File: config.mk
export PLATFORM = sky130hd
export DESIGN_NAME = flash_bus_arbiter_flat
export DESIGN_NICKNAME = d
export VERILOG_FILES = /design/src/rtl/flash_bus_arbiter_if.sv /design/src/rtl/flash_bus_arbiter.sv /design/src/flat_wrapper.sv
export SDC_FILE = /design/constraint.sdc
export NUM_CORES = 1
export LEC_CHECK = 0
export CORE_MARGIN = 1
export CORE_UTILIZATION = 49
export DETAILED_ROUTE_END_ITERATION = 10
export GPL_ROUTABILITY_DRIVEN = 0
export PLACE_DENSITY_LB_ADDON = 0.15
export SYNTH_ARGS = -nofsm -noshare
export SYNTH_HDL_FRONTEND = slang
export SYNTH_SLANG_ARGS = --single-unit
File: constraint.sdc
create_clock -name flashclk -period 4.1 [get_ports flashclk]
set_input_delay 0.82 -clock flashclk [delete_from_list [all_inputs] [get_ports flashclk]]
set_output_delay 0.82 -clock flashclk [all_outputs]
set_load 0.1 [all_outputs]
File: src/rtl/flash_bus_arbiter_if.sv
// rtl/flash_bus_arbiter_if.sv - two requester ports plus byte-serial flash bus shared by flash_bus_arbiter
interface flash_bus_arbiter_if #(
    parameter int XLEN = 32
);
    logic [XLEN-1:0] p0_addr;
    logic [XLEN-1:0] p1_addr;
    logic            p0_read;
    logic            p1_read;
    logic            p0_write;
    logic            p1_write;
    logic [XLEN-1:0] p0_wdata;
    logic [XLEN-1:0] p1_wdata;
    logic [1:0]      p0_byte_size;
    logic [1:0]      p1_byte_size;
    logic [XLEN-1:0] p0_rdata;
    logic [XLEN-1:0] p1_rdata;
    logic            p0_ready;
    logic            p1_ready;
    logic            grant_id;
    logic            busy;
    logic [XLEN-1:0] digital_flash_addr;
    logic            digital_flash_read_en;
    logic            digital_flash_write_en;
    logic [2:0]      digital_flash_byte_size;
    logic [7:0]      digital_flash_wdata;
    logic [7:0]      digital_flash_data;

    modport slave (
        input  p0_addr, p1_addr, p0_read, p1_read, p0_write, p1_write,
        input  p0_wdata, p1_wdata, p0_byte_size, p1_byte_size,
        output p0_rdata, p1_rdata, p0_ready, p1_ready, grant_id, busy,
        output digital_flash_addr, digital_flash_read_en, digital_flash_write_en,
        output digital_flash_byte_size, digital_flash_wdata,
        input  digital_flash_data
    );

    modport master (
        output p0_addr, p1_addr, p0_read, p1_read, p0_write, p1_write,
        output p0_wdata, p1_wdata, p0_byte_size, p1_byte_size,
        input  p0_rdata, p1_rdata, p0_ready, p1_ready, grant_id, busy,
        input  digital_flash_addr, digital_flash_read_en, digital_flash_write_en,
        input  digital_flash_byte_size, digital_flash_wdata,
        output digital_flash_data
    );
endinterface

File: src/rtl/flash_bus_arbiter.sv
// rtl/flash_bus_arbiter.sv - two-port word arbiter over a byte-serial flash; FLASH_ARB_ROUND_ROBIN_EN selects alternating tie-break
module flash_bus_arbiter #(
    parameter int XLEN = 32
) (
    input  logic                  flashclk,
    input  logic                  rst,
    flash_bus_arbiter_if.slave    bus
);
    typedef enum logic [1:0] {IDLE, XFER, DONE} state_t;

    localparam logic [XLEN-1:0] ADDR_STEP = {{(XLEN-1){1'b0}}, 1'b1};

    state_t          state_q;
    logic [1:0]      cnt_q;
    logic [1:0]      last_idx_q;
    logic            is_read_q;
    logic            grant_id_q;
    logic            busy_q;
    logic [XLEN-1:0] addr_q;
    logic [XLEN-1:0] wsh_q;
    logic [XLEN-1:0] shadow_q;
    logic [XLEN-1:0] shadow_d;
    logic [XLEN-1:0] p0_rdata_q;
    logic [XLEN-1:0] p1_rdata_q;
    logic            p0_ready_q;
    logic            p1_ready_q;
    logic            read_en_q;
    logic            write_en_q;
    logic [7:0]      wdata_q;
`ifdef FLASH_ARB_ROUND_ROBIN_EN
    logic            last_grant_q;
`endif

    logic            req0;
    logic            req1;
    logic            req_granted;
    logic            win;
    logic [XLEN-1:0] sel_addr;
    logic [XLEN-1:0] sel_wdata;
    logic [1:0]      sel_size;
    logic            sel_read;

    assign req0        = bus.p0_read | bus.p0_write;
    assign req1        = bus.p1_read | bus.p1_write;
    assign req_granted = grant_id_q ? req1 : req0;

    always_comb begin
        win = req1 & ~req0;
`ifdef FLASH_ARB_ROUND_ROBIN_EN
        if (req0 && req1) begin
            win = ~last_grant_q;
        end
`endif
    end

    assign sel_addr  = win ? bus.p1_addr      : bus.p0_addr;
    assign sel_wdata = win ? bus.p1_wdata     : bus.p0_wdata;
    assign sel_size  = win ? bus.p1_byte_size : bus.p0_byte_size;
    assign sel_read  = win ? bus.p1_read      : bus.p0_read;

    // Shadow word with the byte currently on the flash bus merged in.
    always_comb begin
        shadow_d = shadow_q;
        shadow_d[{cnt_q, 3'b000} +: 8] = bus.digital_flash_data;
    end

    always_ff @(posedge flashclk or negedge rst) begin
        if (!rst) begin
            state_q      <= IDLE;
            cnt_q        <= 2'd0;
            last_idx_q   <= 2'd0;
            is_read_q    <= 1'b0;
            grant_id_q   <= 1'b0;
            busy_q       <= 1'b0;
            addr_q       <= '0;
            wsh_q        <= '0;
            shadow_q     <= '0;
            p0_rdata_q   <= '0;
            p1_rdata_q   <= '0;
            p0_ready_q   <= 1'b0;
            p1_ready_q   <= 1'b0;
            read_en_q    <= 1'b0;
            write_en_q   <= 1'b0;
            wdata_q      <= 8'd0;
`ifdef FLASH_ARB_ROUND_ROBIN_EN
            last_grant_q <= 1'b1;
`endif
        end else begin
            case (state_q)
                IDLE: begin
                    if (req0 || req1) begin
                        grant_id_q <= win;
                        busy_q     <= 1'b1;
                        addr_q     <= sel_addr;
                        is_read_q  <= sel_read;
                        read_en_q  <= sel_read;
                        write_en_q <= ~sel_read;
                        wdata_q    <= sel_wdata[7:0];
                        wsh_q      <= sel_wdata >> 8;
                        // size 0 wraps to index 3, i.e. a full 4-byte word
                        last_idx_q <= sel_size - 2'd1;
                        cnt_q      <= 2'd0;
                        shadow_q   <= '0;
                        state_q    <= XFER;
                    end
                end
                XFER: begin
                    if (!req_granted) begin
                        read_en_q  <= 1'b0;
                        write_en_q <= 1'b0;
                        busy_q     <= 1'b0;
                        state_q    <= IDLE;
                    end else begin
                        if (is_read_q) begin
                            shadow_q <= shadow_d;
                        end
                        if (cnt_q == last_idx_q) begin
                            read_en_q  <= 1'b0;
                            write_en_q <= 1'b0;
                            state_q    <= DONE;
                            if (grant_id_q) begin
                                p1_ready_q <= 1'b1;
                                if (is_read_q) p1_rdata_q <= shadow_d;
                            end else begin
                                p0_ready_q <= 1'b1;
                                if (is_read_q) p0_rdata_q <= shadow_d;
                            end
                        end else begin
                            cnt_q   <= cnt_q + 2'd1;
                            addr_q  <= addr_q + ADDR_STEP;
                            wdata_q <= wsh_q[7:0];
                            wsh_q   <= wsh_q >> 8;
                        end
                    end
                end
                DONE: begin
                    p0_ready_q   <= 1'b0;
                    p1_ready_q   <= 1'b0;
                    busy_q       <= 1'b0;
`ifdef FLASH_ARB_ROUND_ROBIN_EN
                    last_grant_q <= grant_id_q;
`endif
                    state_q      <= IDLE;
                end
                default: state_q <= IDLE;
            endcase
        end
    end

    assign bus.p0_rdata                = p0_rdata_q;
    assign bus.p1_rdata                = p1_rdata_q;
    assign bus.p0_ready                = p0_ready_q;
    assign bus.p1_ready                = p1_ready_q;
    assign bus.grant_id                = grant_id_q;
    assign bus.busy                    = busy_q;
    assign bus.digital_flash_addr      = addr_q;
    assign bus.digital_flash_read_en   = read_en_q;
    assign bus.digital_flash_write_en  = write_en_q;
    assign bus.digital_flash_byte_size = 3'b111;
    assign bus.digital_flash_wdata     = wdata_q;
endmodule

File: src/flat_wrapper.sv
// flat-port wrapper written by rule: the top's interface ports become plain ports
module flash_bus_arbiter_flat 
#(
    parameter int XLEN = 32
)
  (flashclk, rst, bus_p0_addr, bus_p1_addr, bus_p0_read, bus_p1_read, bus_p0_write, bus_p1_write, bus_p0_wdata, bus_p1_wdata, bus_p0_byte_size, bus_p1_byte_size, bus_p0_rdata, bus_p1_rdata, bus_p0_ready, bus_p1_ready, bus_grant_id, bus_busy, bus_digital_flash_addr, bus_digital_flash_read_en, bus_digital_flash_write_en, bus_digital_flash_byte_size, bus_digital_flash_wdata, bus_digital_flash_data);
  flash_bus_arbiter_if #(.XLEN(XLEN)) bus_i ();
  input  logic flashclk;
  input  logic rst;
  input wire logic [$bits(bus_i.p0_addr)-1:0] bus_p0_addr;
  input wire logic [$bits(bus_i.p1_addr)-1:0] bus_p1_addr;
  input wire logic [$bits(bus_i.p0_read)-1:0] bus_p0_read;
  input wire logic [$bits(bus_i.p1_read)-1:0] bus_p1_read;
  input wire logic [$bits(bus_i.p0_write)-1:0] bus_p0_write;
  input wire logic [$bits(bus_i.p1_write)-1:0] bus_p1_write;
  input wire logic [$bits(bus_i.p0_wdata)-1:0] bus_p0_wdata;
  input wire logic [$bits(bus_i.p1_wdata)-1:0] bus_p1_wdata;
  input wire logic [$bits(bus_i.p0_byte_size)-1:0] bus_p0_byte_size;
  input wire logic [$bits(bus_i.p1_byte_size)-1:0] bus_p1_byte_size;
  output wire logic [$bits(bus_i.p0_rdata)-1:0] bus_p0_rdata;
  output wire logic [$bits(bus_i.p1_rdata)-1:0] bus_p1_rdata;
  output wire logic [$bits(bus_i.p0_ready)-1:0] bus_p0_ready;
  output wire logic [$bits(bus_i.p1_ready)-1:0] bus_p1_ready;
  output wire logic [$bits(bus_i.grant_id)-1:0] bus_grant_id;
  output wire logic [$bits(bus_i.busy)-1:0] bus_busy;
  output wire logic [$bits(bus_i.digital_flash_addr)-1:0] bus_digital_flash_addr;
  output wire logic [$bits(bus_i.digital_flash_read_en)-1:0] bus_digital_flash_read_en;
  output wire logic [$bits(bus_i.digital_flash_write_en)-1:0] bus_digital_flash_write_en;
  output wire logic [$bits(bus_i.digital_flash_byte_size)-1:0] bus_digital_flash_byte_size;
  output wire logic [$bits(bus_i.digital_flash_wdata)-1:0] bus_digital_flash_wdata;
  input wire logic [$bits(bus_i.digital_flash_data)-1:0] bus_digital_flash_data;
  assign bus_i.p0_addr = bus_p0_addr;
  assign bus_i.p1_addr = bus_p1_addr;
  assign bus_i.p0_read = bus_p0_read;
  assign bus_i.p1_read = bus_p1_read;
  assign bus_i.p0_write = bus_p0_write;
  assign bus_i.p1_write = bus_p1_write;
  assign bus_i.p0_wdata = bus_p0_wdata;
  assign bus_i.p1_wdata = bus_p1_wdata;
  assign bus_i.p0_byte_size = bus_p0_byte_size;
  assign bus_i.p1_byte_size = bus_p1_byte_size;
  assign bus_p0_rdata = bus_i.p0_rdata;
  assign bus_p1_rdata = bus_i.p1_rdata;
  assign bus_p0_ready = bus_i.p0_ready;
  assign bus_p1_ready = bus_i.p1_ready;
  assign bus_grant_id = bus_i.grant_id;
  assign bus_busy = bus_i.busy;
  assign bus_digital_flash_addr = bus_i.digital_flash_addr;
  assign bus_digital_flash_read_en = bus_i.digital_flash_read_en;
  assign bus_digital_flash_write_en = bus_i.digital_flash_write_en;
  assign bus_digital_flash_byte_size = bus_i.digital_flash_byte_size;
  assign bus_digital_flash_wdata = bus_i.digital_flash_wdata;
  assign bus_i.digital_flash_data = bus_digital_flash_data;
  flash_bus_arbiter #(.XLEN(XLEN)) u_core (.flashclk(flashclk), .rst(rst), .bus(bus_i));
endmodule
==> reports/metrics.yaml <==
run_status:
  outcome: "finished clean"
layout:
  post_route_cells_drive_above_1_share: 0.1218
  fin_nets: 1293
  layout_commonest_cell: "clkdlybuf4s50_1"
  final_cell_mix: "clkdlybuf4s50_1 (254), dfrtp_1 (173), a21oi_1 (94)"
  fill_cells: 1422
  areaGrowthSynthToFinish_pct: 36.81
global_route:
  antenna_found_initial: 1
  grt_usage: 0.2702
  grt_max_degree: 89
  grt_pass1_vias: 7421
  gr-total-overflow: 0
  grt_pass1_wl_um: 38930
route:
  drc: 0
  initialDrtViolationCount: 387
  vias: 7756
  ant_nets: 0
  drt-pass1-iter-count: 4
  routedWlPerCell_um: 17.82
  finalWirelength_um: 24570
  via_per_inst: 5.624
worst_setup_path:
  cp.arrival_ps: 2190
  cp_max_fo: 9
  crit_path_end_kind: "output pin"
  startpoint: "u_core.bus.grant_id"
  cp_num_buf_inv: 1
  crit_chain: "clkdlybuf4s50_1"
  critical_path.max_stage_delay_ps: 1200
  start_kind: "flop"
  worst_path_max_delay_cell: "clkdlybuf4s50_1"
  rr_startpoint: "u_core.state_q[1]"
  path_class: "flop to output pin"
  cp_top_family: "buffers and inverters"
  worst-endpoint-required_ps: 3280
cts:
  numCtsBuffers: 17
  root_buffer: "clkbuf_16"
  insertion_delay_ps: 440
  path_clk_slew_ps: 70
  tritoncts: "built"
  ctsResizeCount: 0
  ctsHoldBuffers: 0
  cts_buffer_depth: 2
  htree_levels: 4
  clock-sinks: 173
  cts_setup_buffers: 0
placement:
  dp_hpwl_um: 17510
  port_buffers: 255
floorplanning:
  fp.coreArea_sq_mm: 0.01796
  num_rows: 49
  fp.dieH_um: 137.5
  die_x_um: 137.5
  die-area_sq_mm: 0.01891
  initial_core_util: 0.5010
  io_pins: 259
yosys:
  yosys_most_used_dff: "dfrtp_1"
  synth_area_sq_mm: 0.009000
  ys_seq_area_frac: 0.4810
  synth_cell_type_count: 69
  synth.avg_cell_area_sq_um: 9.901
  ys_async_sr_fraction: 1.000
  synth_edf_count: 0
  ys_seq_elements: 173
  synthCells: 909
  yosysWarnings: 0
timing:
  fmax_mhz: 331.8
  clock_skew_ps: 16.49
  setup_tns_ps: 0
  rsz0062_at_grt: "false"
  fin_crit_sh: 0.7352
  finalSetupViolCount: 0
  hold_viol: 0
  drv_slew: 0
  relSlewSlack: 0.2633
  min_period_ps: 3014
  worst_slew_pin_slew_ps: 1105
min_path:
  min_path_type: "input pin to asynchronous set/reset pin"
flow_run:
  max_cap_violations: 0
==> sequential cells by signal, summed over array words and instances, names as in the netlist, 2 cells and up <==
register and cells:
u_core.bus.digital_flash_addr 32, u_core.bus.digital_flash_wdata 8, u_core.bus.p0_rdata 32, u_core.bus.p1_rdata 32, u_core.cnt_q 2, u_core.last_idx_q 2, u_core.shadow_q 32, u_core.state_q 2
u_core.wsh_q 24
==> per-layer routing <==
layer	GRT usage	routed length, um	up-vias
met4	0.09463	468	0
met3	0.05408	1311	31
met1	0.3410	10330	3734
met5	0	0	-
li1	-	-	3736
met2	0.4592	12460	255
==> per-stage QoR <==
step                hold WS (ps)  worst slack (ps)  utilization  cell area (sq um)  cells
floorplan                  448.9              1287            -               9007    911
global placement           461.7             803.3       0.6510              11700   1346
detailed placement         466.3             729.5       0.6510              11700   1346
CTS                        481.4              1068       0.6853              12310   1378
global route               501.1              1030       0.6855              12310   1379
finish                     456.4              1086       0.6855              12310   1379
==> cell families (layout without fill, tap and decap cells) <==
| family | count (synthesis) | count (layout) | synth area share |
|---|---|---|---|
| AND/OR/NAND/NOR | 281 | 281 | 0.1538 |
| flip-flops | 173 | 173 | 0.4810 |
| AO/OA/AOI/OAI | 277 | 277 | 0.2031 |
| buffers and inverters | 77 | 315 | 0.04198 |
| adder cells (fa/ha/maj) | 11 | 11 | 0.01529 |
| multiplexers | 85 | 85 | 0.1005 |
| other | 1 | 4 | 0.0004167 |
| XOR/XNOR | 4 | 4 | 0.003892 |
==> layout make-up <==
| class | instances | area [sq um] | share of cell area |
|---|---|---|---|
| Clock inverter | 14 | 176.4 | 0.01433 |
| Antenna cell | 1 | 2.502 | 0.0002032 |
| Inverter | 9 | 33.78 | 0.002744 |
| Tap cell | 229 | 286.5 | 0.02327 |
| Clock buffer | 18 | 439.2 | 0.03567 |
| Multi-Input combinational cell | 661 | 4324 | 0.3512 |
| Timing Repair Buffer | 274 | 2721 | 0.2210 |
| Sequential cell | 173 | 4329 | 0.3516 |
==> synthesized netlist by cell type (16+ instances only) <==
cell type / n / area, sq um
a21oi_1: 94 / 470.5
a21oi_2: 29 / 254.0
a22o_1: 34 / 297.8
buf_1: 19 / 71.32
buf_2: 22 / 110.1
clkbuf_1: 16 / 60.06
dfrtp_1: 173 / 4329
mux2_2: 42 / 473.0
mux2i_1: 42 / 420.4
nand2_1: 76 / 285.3
nand3_1: 24 / 120.1
nor2_1: 79 / 296.5
nor2b_1: 39 / 244.0
o21ai_0: 50 / 250.2
==> final timing paths <==
check                      depth (start not counted)  slack (ps)                                end
setup reg to reg                                   9        1230  u_core.bus.digital_flash_addr[25]
min in group flashclk                              2         480                   u_core.wsh_q[18]
hold / removal                                     1         460            u_core.bus.p0_rdata[12]
max in group asynchronous                          2        2710                 u_core.shadow_q[6]
hold reg to reg                                    2         480                   u_core.wsh_q[18]
setup / recovery                                   1        1090                       bus_grant_id
Power is left out: the tool's default activity adds up to more than one toggle a clock period on the data nets, which glitch-free logic cannot reach.
==> RTL change (same flow settings) <==
`XLEN` is set to 32 in 3 places; all go to 64.
--- a/src/rtl/flash_bus_arbiter_if.sv
+++ b/src/rtl/flash_bus_arbiter_if.sv
@@ -1,6 +1,6 @@
 // rtl/flash_bus_arbiter_if.sv - two requester ports plus byte-serial flash bus shared by flash_bus_arbiter
 interface flash_bus_arbiter_if #(
-    parameter int XLEN = 32
+    parameter int XLEN = 64
 );
     logic [XLEN-1:0] p0_addr;
     logic [XLEN-1:0] p1_addr;
--- a/src/rtl/flash_bus_arbiter.sv
+++ b/src/rtl/flash_bus_arbiter.sv
@@ -1,6 +1,6 @@
 // rtl/flash_bus_arbiter.sv - two-port word arbiter over a byte-serial flash; FLASH_ARB_ROUND_ROBIN_EN selects alternating tie-break
 module flash_bus_arbiter #(
-    parameter int XLEN = 32
+    parameter int XLEN = 64
 ) (
     input  logic                  flashclk,
     input  logic                  rst,
--- a/src/flat_wrapper.sv
+++ b/src/flat_wrapper.sv
@@ -1,7 +1,7 @@
 // flat-port wrapper written by rule: the top's interface ports become plain ports
 module flash_bus_arbiter_flat 
 #(
-    parameter int XLEN = 32
+    parameter int XLEN = 64
 )
   (flashclk, rst, bus_p0_addr, bus_p1_addr, bus_p0_read, bus_p1_read, bus_p0_write, bus_p1_write, bus_p0_wdata, bus_p1_wdata, bus_p0_byte_size, bus_p1_byte_size, bus_p0_rdata, bus_p1_rdata, bus_p0_ready, bus_p1_ready, bus_grant_id, bus_busy, bus_digital_flash_addr, bus_digital_flash_read_en, bus_digital_flash_write_en, bus_digital_flash_byte_size, bus_digital_flash_wdata, bus_digital_flash_data);
   flash_bus_arbiter_if #(.XLEN(XLEN)) bus_i ();
Ports: changed (7 resized); port bits go from 259 to 483. No check against the original RTL was run, so the function may have changed too.
==> RTL change against the unedited design <==
Setup slack got worse by 280 ps. Area after synthesis increased by 86%. Sequential cell count increased by 160. Cell area increased by 89%. Wire length increased by 130%. Utilization increased by 0.71 points. Critical path type is now flop to flop.
==> RTL change: results (changes against the unedited design) <==
R2R Path End u_core.bus.digital_flash_addr[63] (was u_core.bus.digital_flash_addr[25]); Non-clock buffers, area share 21.95% (was 22.10%); Area growth, synth to finish 38.93% (was 36.81%); R2R Setup Slk 800 ps (was 1230 ps); Pre-antenna DRT Iters 5 (was 4); dpl ws 427.4 ps (was 729.5 ps); synth top area cells dfrtp_1 50%, nand2_1 9.4%, o21ai_0 6.6% (was dfrtp_1 48%, mux2_2 5.3%, a21oi_1 5.2%); multi-input combinational area share 33.80% (was 35.12%); Total GRT Usage 31.75% (was 27.02%); Worst Setup EP u_core.bus.digital_flash_addr[63] (was bus_grant_id); area of placed instances 0.02193 mm2 (was 0.01170 mm2); metal2 WL 27.82 mm (was 12.46 mm); clk buf depth 3 (was 2); cell count after placement 2,706 (was 1,346); clk_lat worst skew 530 ps (was 440 ps); Inverters, non-clock 15 (was 9); antenna violations before repair 5 (was 1); DIE WIDTH 186.9 um (was 137.5 um); clock buffers 45 (was 18); nets 2,582 (was 1,293); grt met2 use 54.41% (was 45.92%); CTS H-tree lvls 2 (was 4); Non-CTS buffers 508 (was 274); R2R Path Start u_core.state_q[1] (unchanged); Max-slew headroom 13.80% (was 26.33%); Clock-cell share 5.782% (was 4.999%); DR vias/cell 5.880 (was 5.624); crit path DAT 3690 ps (was 2190 ps); Sequential Area 0.008333 mm2 (was 0.004329 mm2); CP Launch Type flop (unchanged); M3 GR Usage 5.591% (was 5.408%); register area share after synthesis 49.72% (was 48.10%); worst hold margin 334.7 ps (was 456.4 ps); largest net degree at the start of global routing 104 (was 89); detailed-route wire length per cell 20.15 um (was 17.82 um); clock skew 32.53 ps (was 16.49 ps); multi-input gates 1,402 (was 661); Largest stage delay, worst path 970 ps (was 1200 ps); ratio of cells with drive above 1 in the final layout 5.895% (was 12.18%); Crit Path Max Fanout 50 (was 9); post-cts repair resize count 0 (unchanged); Detail Route met3 WL 3.720 mm (was 1.311 mm); Post-synth top cells 420 x nand2_1, 333 x dfrtp_1, 220 x o21ai_0 (was 173 x dfrtp_1, 94 x a21oi_1, 79 x nor2_1); met1 Use GR 39.72% (was 34.10%); Fillers 2,671 (was 1,422); Crit path max-delay family simple AND/OR/NAND/NOR gates (was buffers and inverters); Synth cell types 64 (was 69); status complete, no violations (unchanged); Port-buffer cells 479 (was 255); Highest Signal Layer met5 (was met4); Slowest cell on crit path nor2_4 (was clkdlybuf4s50_1); period utilization 80.44% (was 73.52%); CTS Sinks 333 (was 173); Cells after Synth 1,898 (was 909); global-route wire length before repair 88.13 mm (was 38.93 mm); M1 WL 22.01 mm (was 10.33 mm); via count 16,320 (was 7,756)
## RTL change: cell count changes in the layout (fill, tap and decap cells not counted), moves of 20 or more
cell             before  now
a21oi_1              94  163
a22o_1               34   57
mux2i_1              42   62
dfrtp_1             173  333
o21ai_0              50  220
a221oi_1              0   33
a22oi_1               4   24
nand2_1              76  418
mux2_2               42    4
nand4_1              14   51
nand3_1              24   52
a21oi_2              28    1
clkdlybuf4s50_1     254  475
## RTL change: cell families after synthesis
kind of cell	count (synthesis)	synth area share, %
flip-flops	333	49.72
adder cells (fa/ha/maj)	12	0.8959
AND/OR/NAND/NOR	745	20.35
other	1	0.02238
buffers and inverters	165	3.882
XOR/XNOR	4	0.2091
multiplexers	66	3.972
AO/OA/AOI/OAI	572	20.94
## RTL change: power groups by stage
stage               logic, mW  registers (mW)  clock network, mW
global placement         10.5            5.28                  0
floorplan                3.83            9.13                  0
detailed placement       10.7            5.31                  0
finish                   10.8            5.31               3.66
global route             11.5            5.44               3.82
CTS                      10.8            5.28               3.70
